**src/rtl/pipe_reg_de.sv**
```systemverilog
// D->E pipeline register: captures decoded context, turns a stall into a nop bubble, and supports a full freeze.
// Optional bubble counter is built only when PIPE_REG_DE_BUBBLE_CNT_EN is defined; otherwise bubble_cnt is tied to 0.
module pipe_reg_de #(
   parameter logic [31:0] PC_RESET = 32'h0000_3000
) (
   input  logic        clk,
   input  logic        reset,
   input  logic [31:0] D_instr,
   input  logic [31:0] D_pc,
   input  logic [31:0] D_rs_data,
   input  logic [31:0] D_rt_data,
   input  logic [31:0] D_imm32,
   input  logic        stall,
   input  logic        freeze,
   output logic [31:0] E_instr,
   output logic [31:0] E_pc,
   output logic [31:0] E_pc8,
   output logic [31:0] E_rs_data,
   output logic [31:0] E_rt_data,
   output logic [31:0] E_imm32,
   output logic [4:0]  E_rs,
   output logic [4:0]  E_rt,
   output logic        E_valid,
   output logic [31:0] bubble_cnt
);

   logic [31:0] instr_q, instr_d;
   logic [31:0] pc_q, pc_d;
   logic [31:0] rs_data_q, rs_data_d;
   logic [31:0] rt_data_q, rt_data_d;
   logic [31:0] imm32_q, imm32_d;
   logic        valid_q, valid_d;

   always_comb begin
      instr_d   = instr_q;
      pc_d      = pc_q;
      rs_data_d = rs_data_q;
      rt_data_d = rt_data_q;
      imm32_d   = imm32_q;
      valid_d   = valid_q;
      if (freeze) begin
         // hold everything
      end else if (stall) begin
         // all-zero word is sll $0,$0,0; PC still follows D so the trail stays continuous
         instr_d   = 32'h0;
         pc_d      = D_pc;
         rs_data_d = 32'h0;
         rt_data_d = 32'h0;
         imm32_d   = 32'h0;
         valid_d   = 1'b0;
      end else begin
         instr_d   = D_instr;
         pc_d      = D_pc;
         rs_data_d = D_rs_data;
         rt_data_d = D_rt_data;
         imm32_d   = D_imm32;
         valid_d   = 1'b1;
      end
   end

   always_ff @(posedge clk or posedge reset) begin
      if (reset) begin
         instr_q   <= 32'h0;
         pc_q      <= PC_RESET;
         rs_data_q <= 32'h0;
         rt_data_q <= 32'h0;
         imm32_q   <= 32'h0;
         valid_q   <= 1'b0;
      end else begin
         instr_q   <= instr_d;
         pc_q      <= pc_d;
         rs_data_q <= rs_data_d;
         rt_data_q <= rt_data_d;
         imm32_q   <= imm32_d;
         valid_q   <= valid_d;
      end
   end

`ifdef PIPE_REG_DE_BUBBLE_CNT_EN
   logic [31:0] bubble_cnt_q, bubble_cnt_d;

   always_comb begin
      bubble_cnt_d = bubble_cnt_q;
      if (!freeze && stall) begin
         bubble_cnt_d = bubble_cnt_q + 32'd1;
      end
   end

   always_ff @(posedge clk or posedge reset) begin
      if (reset) begin
         bubble_cnt_q <= 32'h0;
      end else begin
         bubble_cnt_q <= bubble_cnt_d;
      end
   end

   assign bubble_cnt = bubble_cnt_q;
`else
   assign bubble_cnt = 32'h0;
`endif

   assign E_instr   = instr_q;
   assign E_pc      = pc_q;
   assign E_pc8     = pc_q + 32'd8;
   assign E_rs_data = rs_data_q;
   assign E_rt_data = rt_data_q;
   assign E_imm32   = imm32_q;
   assign E_rs      = instr_q[25:21];
   assign E_rt      = instr_q[20:16];
   assign E_valid   = valid_q;

endmodule

```
**config.mk**
```make
export PLATFORM = sky130hd
export DESIGN_NAME = pipe_reg_de
export DESIGN_NICKNAME = d
export VERILOG_FILES = /design/src/rtl/pipe_reg_de.sv
export SDC_FILE = /design/constraint.sdc
export NUM_CORES = 1
export LEC_CHECK = 0
export BUFFER_PORTS_ARGS = -buffer_cell sky130_fd_sc_hd__buf_2
export CAP_MARGIN = 25
export CORE_AREA = 2 2 154 156
export CTS_CLUSTER_SIZE = 10
export DETAILED_ROUTE_END_ITERATION = 10
export DIE_AREA = 0 0 156 158
export GPL_ROUTABILITY_DRIVEN = 0
export SLEW_MARGIN = 20
export SYNTH_ARGS = -nofsm -noshare
export SYNTH_HDL_FRONTEND = slang
export SYNTH_SLANG_ARGS = --single-unit
export TNS_END_PERCENT = 50
```
**constraint.sdc**
```tcl
create_clock -name clk -period 5.1 [get_ports clk]
set_input_delay 1.02 -clock clk [delete_from_list [all_inputs] [get_ports clk]]
set_output_delay 1.02 -clock clk [all_outputs]
set_load 0.05 [all_outputs]
```
==> flow_summary.ini <==
[outcome]
status = complete, no violations

[die]
num_io_pins = 399
num_rows = 56
die_height_um = 158
design.core.area_um2 = 23100
die_area_um2 = 24600
die-width_um = 156
initial_core_util = 0.285

[grt]
antenna_found_initial = 2
first_global_vias = 4978
grt_pass1_wl_um = 27300
grt_max_degree = 162
globalRouteTotalUtil = 0.141
overflow = 0

[worst_setup_path]
path_max_fanout = 7
timing.rr.start = E_pc[15]
reg2reg_slack_ps = 4230
cp_data_arrival_time_ps = 2580
crit_path_start = E_pc[5]
crit_path_end = E_pc8[20]
end_kind = primary output
r2r-end = E_pc[15]
crit_type = register to primary output
start_kind = register
worst-endpoint-required_ps = 4080
rr_worst_depth = 1

[final_layout]
fillers = 2279
drive_gt1_frac = 0.523
area_growth_pct = 38.0
nNetsFinal = 996

[detailed_routing]
wl_per_cell_um = 16.0
vias = 5147
drtAntennaViolNets = 0
drc = 0
drt_first_pass_iters = 4
vias_per_cell = 4.53
drt_iter0_drc = 240
wl_um = 18100

[timing]
rsz0062_at_grt = false
timing.hold.ws_ps = 488
min_period_ps = 3600
clock-skew-final_ps = 0
worstMarginPinSlew_ps = 903
final-setup-viol-count = 0
maxSlewViolCount = 0
relSlewSlack = 0.398
fmax_mhz = 277
tns_ps = 0
final-hold-violation-count = 0
fin_crit_sh = 0.707

[pwr]
clkPwrFrac = 0.335
p_int_mw = 2.27
power.share.switching = 0.382
power.share.sequential = 0.398
power_leakage_nw = 4.85
p_per_area_nw_per_um2 = 405
p_sw_mw = 1.41
peakVddDrop_mv = 0.201
pwr-share-comb = 0.267

[yosys]
netlist_instances = 488
ys_seq_area_frac = 0.613
synth.distinct_cells = 29
ys_ff_latch = 161
yosysTopAreaCell = dfrtp_1
yosysWarningCount = 0
synth_area_leaders = dfrtp_1 (60%), a22o_1 (17%), buf_4 (5.1%)
synth.most_common_cell = dfrtp_1
synth_area_um2 = 6580
synthArstFlopShare = 1.00
netlist_top_cells_count = dfrtp_1 (159), a22o_1 (127), buf_4 (45)
synth_area_per_cell_um2 = 13.5
synthFlopType = dfrtp_1
synth-edff-count = 0
yosysTopAreaCellShare = 0.605

[place]
numPortBuffers = 366
dp_hpwl_um = 13100

[flow_run]
drv_cap = 0

[clock_tree]
cts-htree-levels = 4
ctsResizeCount = 0
cts_max_path_buffers = 2
cts_tree = yes
path_clk_slew_ps = 70
clock_latency_ps = 410
cts_hold_buf = 0
clock_sinks = 161
root_buffer = clkbuf_16
cts-buffers-inserted = 17
post_cts_buffers = 0

[worst_hold_path]
hold_class = register to register
final cells by class:
class | instances | area (um^2) | area share
Antenna cell | 2 | 5.00 | 0.000551
Multi-Input combinational cell | 276 | 2200 | 0.242
Clock buffer | 18 | 429 | 0.0473
Sequential cell | 161 | 4030 | 0.444
Inverter | 5 | 22.5 | 0.00248
Clock inverter | 14 | 144 | 0.0158
Timing Repair Buffer | 370 | 1890 | 0.208
Tap cell | 290 | 363 | 0.0400
how the worst min path moves through the flow:
stage          depth (start not counted)      endpoint    startpoint  slack (ps)
3_3_place_gp                           1       E_valid       E_valid         460
2_1_floorplan                          1      E_pc[13]      E_pc[13]         750
3_5_place_dp                           1       E_valid       E_valid         460
5_1_grt                                1  E_rs_data[0]  E_rs_data[0]         510
4_1_cts                                1       E_valid       E_valid         490
6_report                               1       E_valid       E_valid         490
logic make-up (layout without fill, tap and decap cells):
| family | after synthesis | after routing | share of synthesized area |
|---|---|---|---|
| and+or+nand+nor | 55 | 55 | 0.0510 |
| DFF | 161 | 161 | 0.613 |
| xor gates and xnor gates | 27 | 27 | 0.0359 |
| other | 1 | 34 | 0.000570 |
| AOI/OAI and AO/OA | 129 | 129 | 0.171 |
| buffers and inverters | 82 | 407 | 0.0724 |
| muxes | 32 | 32 | 0.0548 |
| adders and majority gates | 1 | 1 | 0.00190 |
cell usage in the layout (no fill, tap or decap), drive strengths merged, types with 4 or more instances in the layout:
cell	instances
mux2	32
a22o	127
inv	11
xor2	10
nor2	10
dfrtp	159
nand4	9
conb	32
clkbuf	18
nand3	11
xnor2	17
buf	370
nand2	10
nor4	5
clkinvlp	4
clkinv	4
through the flow:
stage	setup WS, ps	util	power (mW)	std cells	instance area [um^2]
6_report	1500	0.394	3.68	1136	9080
5_1_grt	1340	0.394	3.85	1134	9080
4_1_cts	1450	0.394	3.73	1134	9080
3_5_place_dp	1910	0.369	2.48	1102	8500
3_3_place_gp	1980	0.369	2.48	1102	8500
2_1_floorplan	1510	-	2.24	519	6700
critical path, stage by stage (launching register included):
cell and delay, ps:
dfrtp_1 430, nand4_1 440, nor4_1 680, nand3_1 170, xnor2_1 160, buf_2 280
registers in the layout, summed over array words and instances (netlist names):
| name | count |
|---|---|
| E_instr | 32 |
| E_rs_data | 32 |
| E_valid | 1 |
| E_imm32 | 32 |
| E_pc | 32 |
| E_rt_data | 32 |
power groups by stage:
stage               Combinational, mW  Clock [mW]  Sequential, mW
floorplan                       0.390           0            1.85
global placement                0.989           0            1.49
detailed placement              0.993           0            1.49
CTS                             0.992        1.27            1.47
global route                     1.03        1.33            1.48
finish                          0.982        1.23            1.47
per-layer routing:
metal | global-route usage | wire length [um] | up-vias
li1 | - | - | 2412
met1 | 0.175 | 7380 | 2504
met2 | 0.237 | 9170 | 213
met3 | 0.0438 | 1290 | 18
met4 | 0.0433 | 277 | 0
met5 | 0 | 0 | -
No activity file was read; power rests on OpenSTA's default activity.
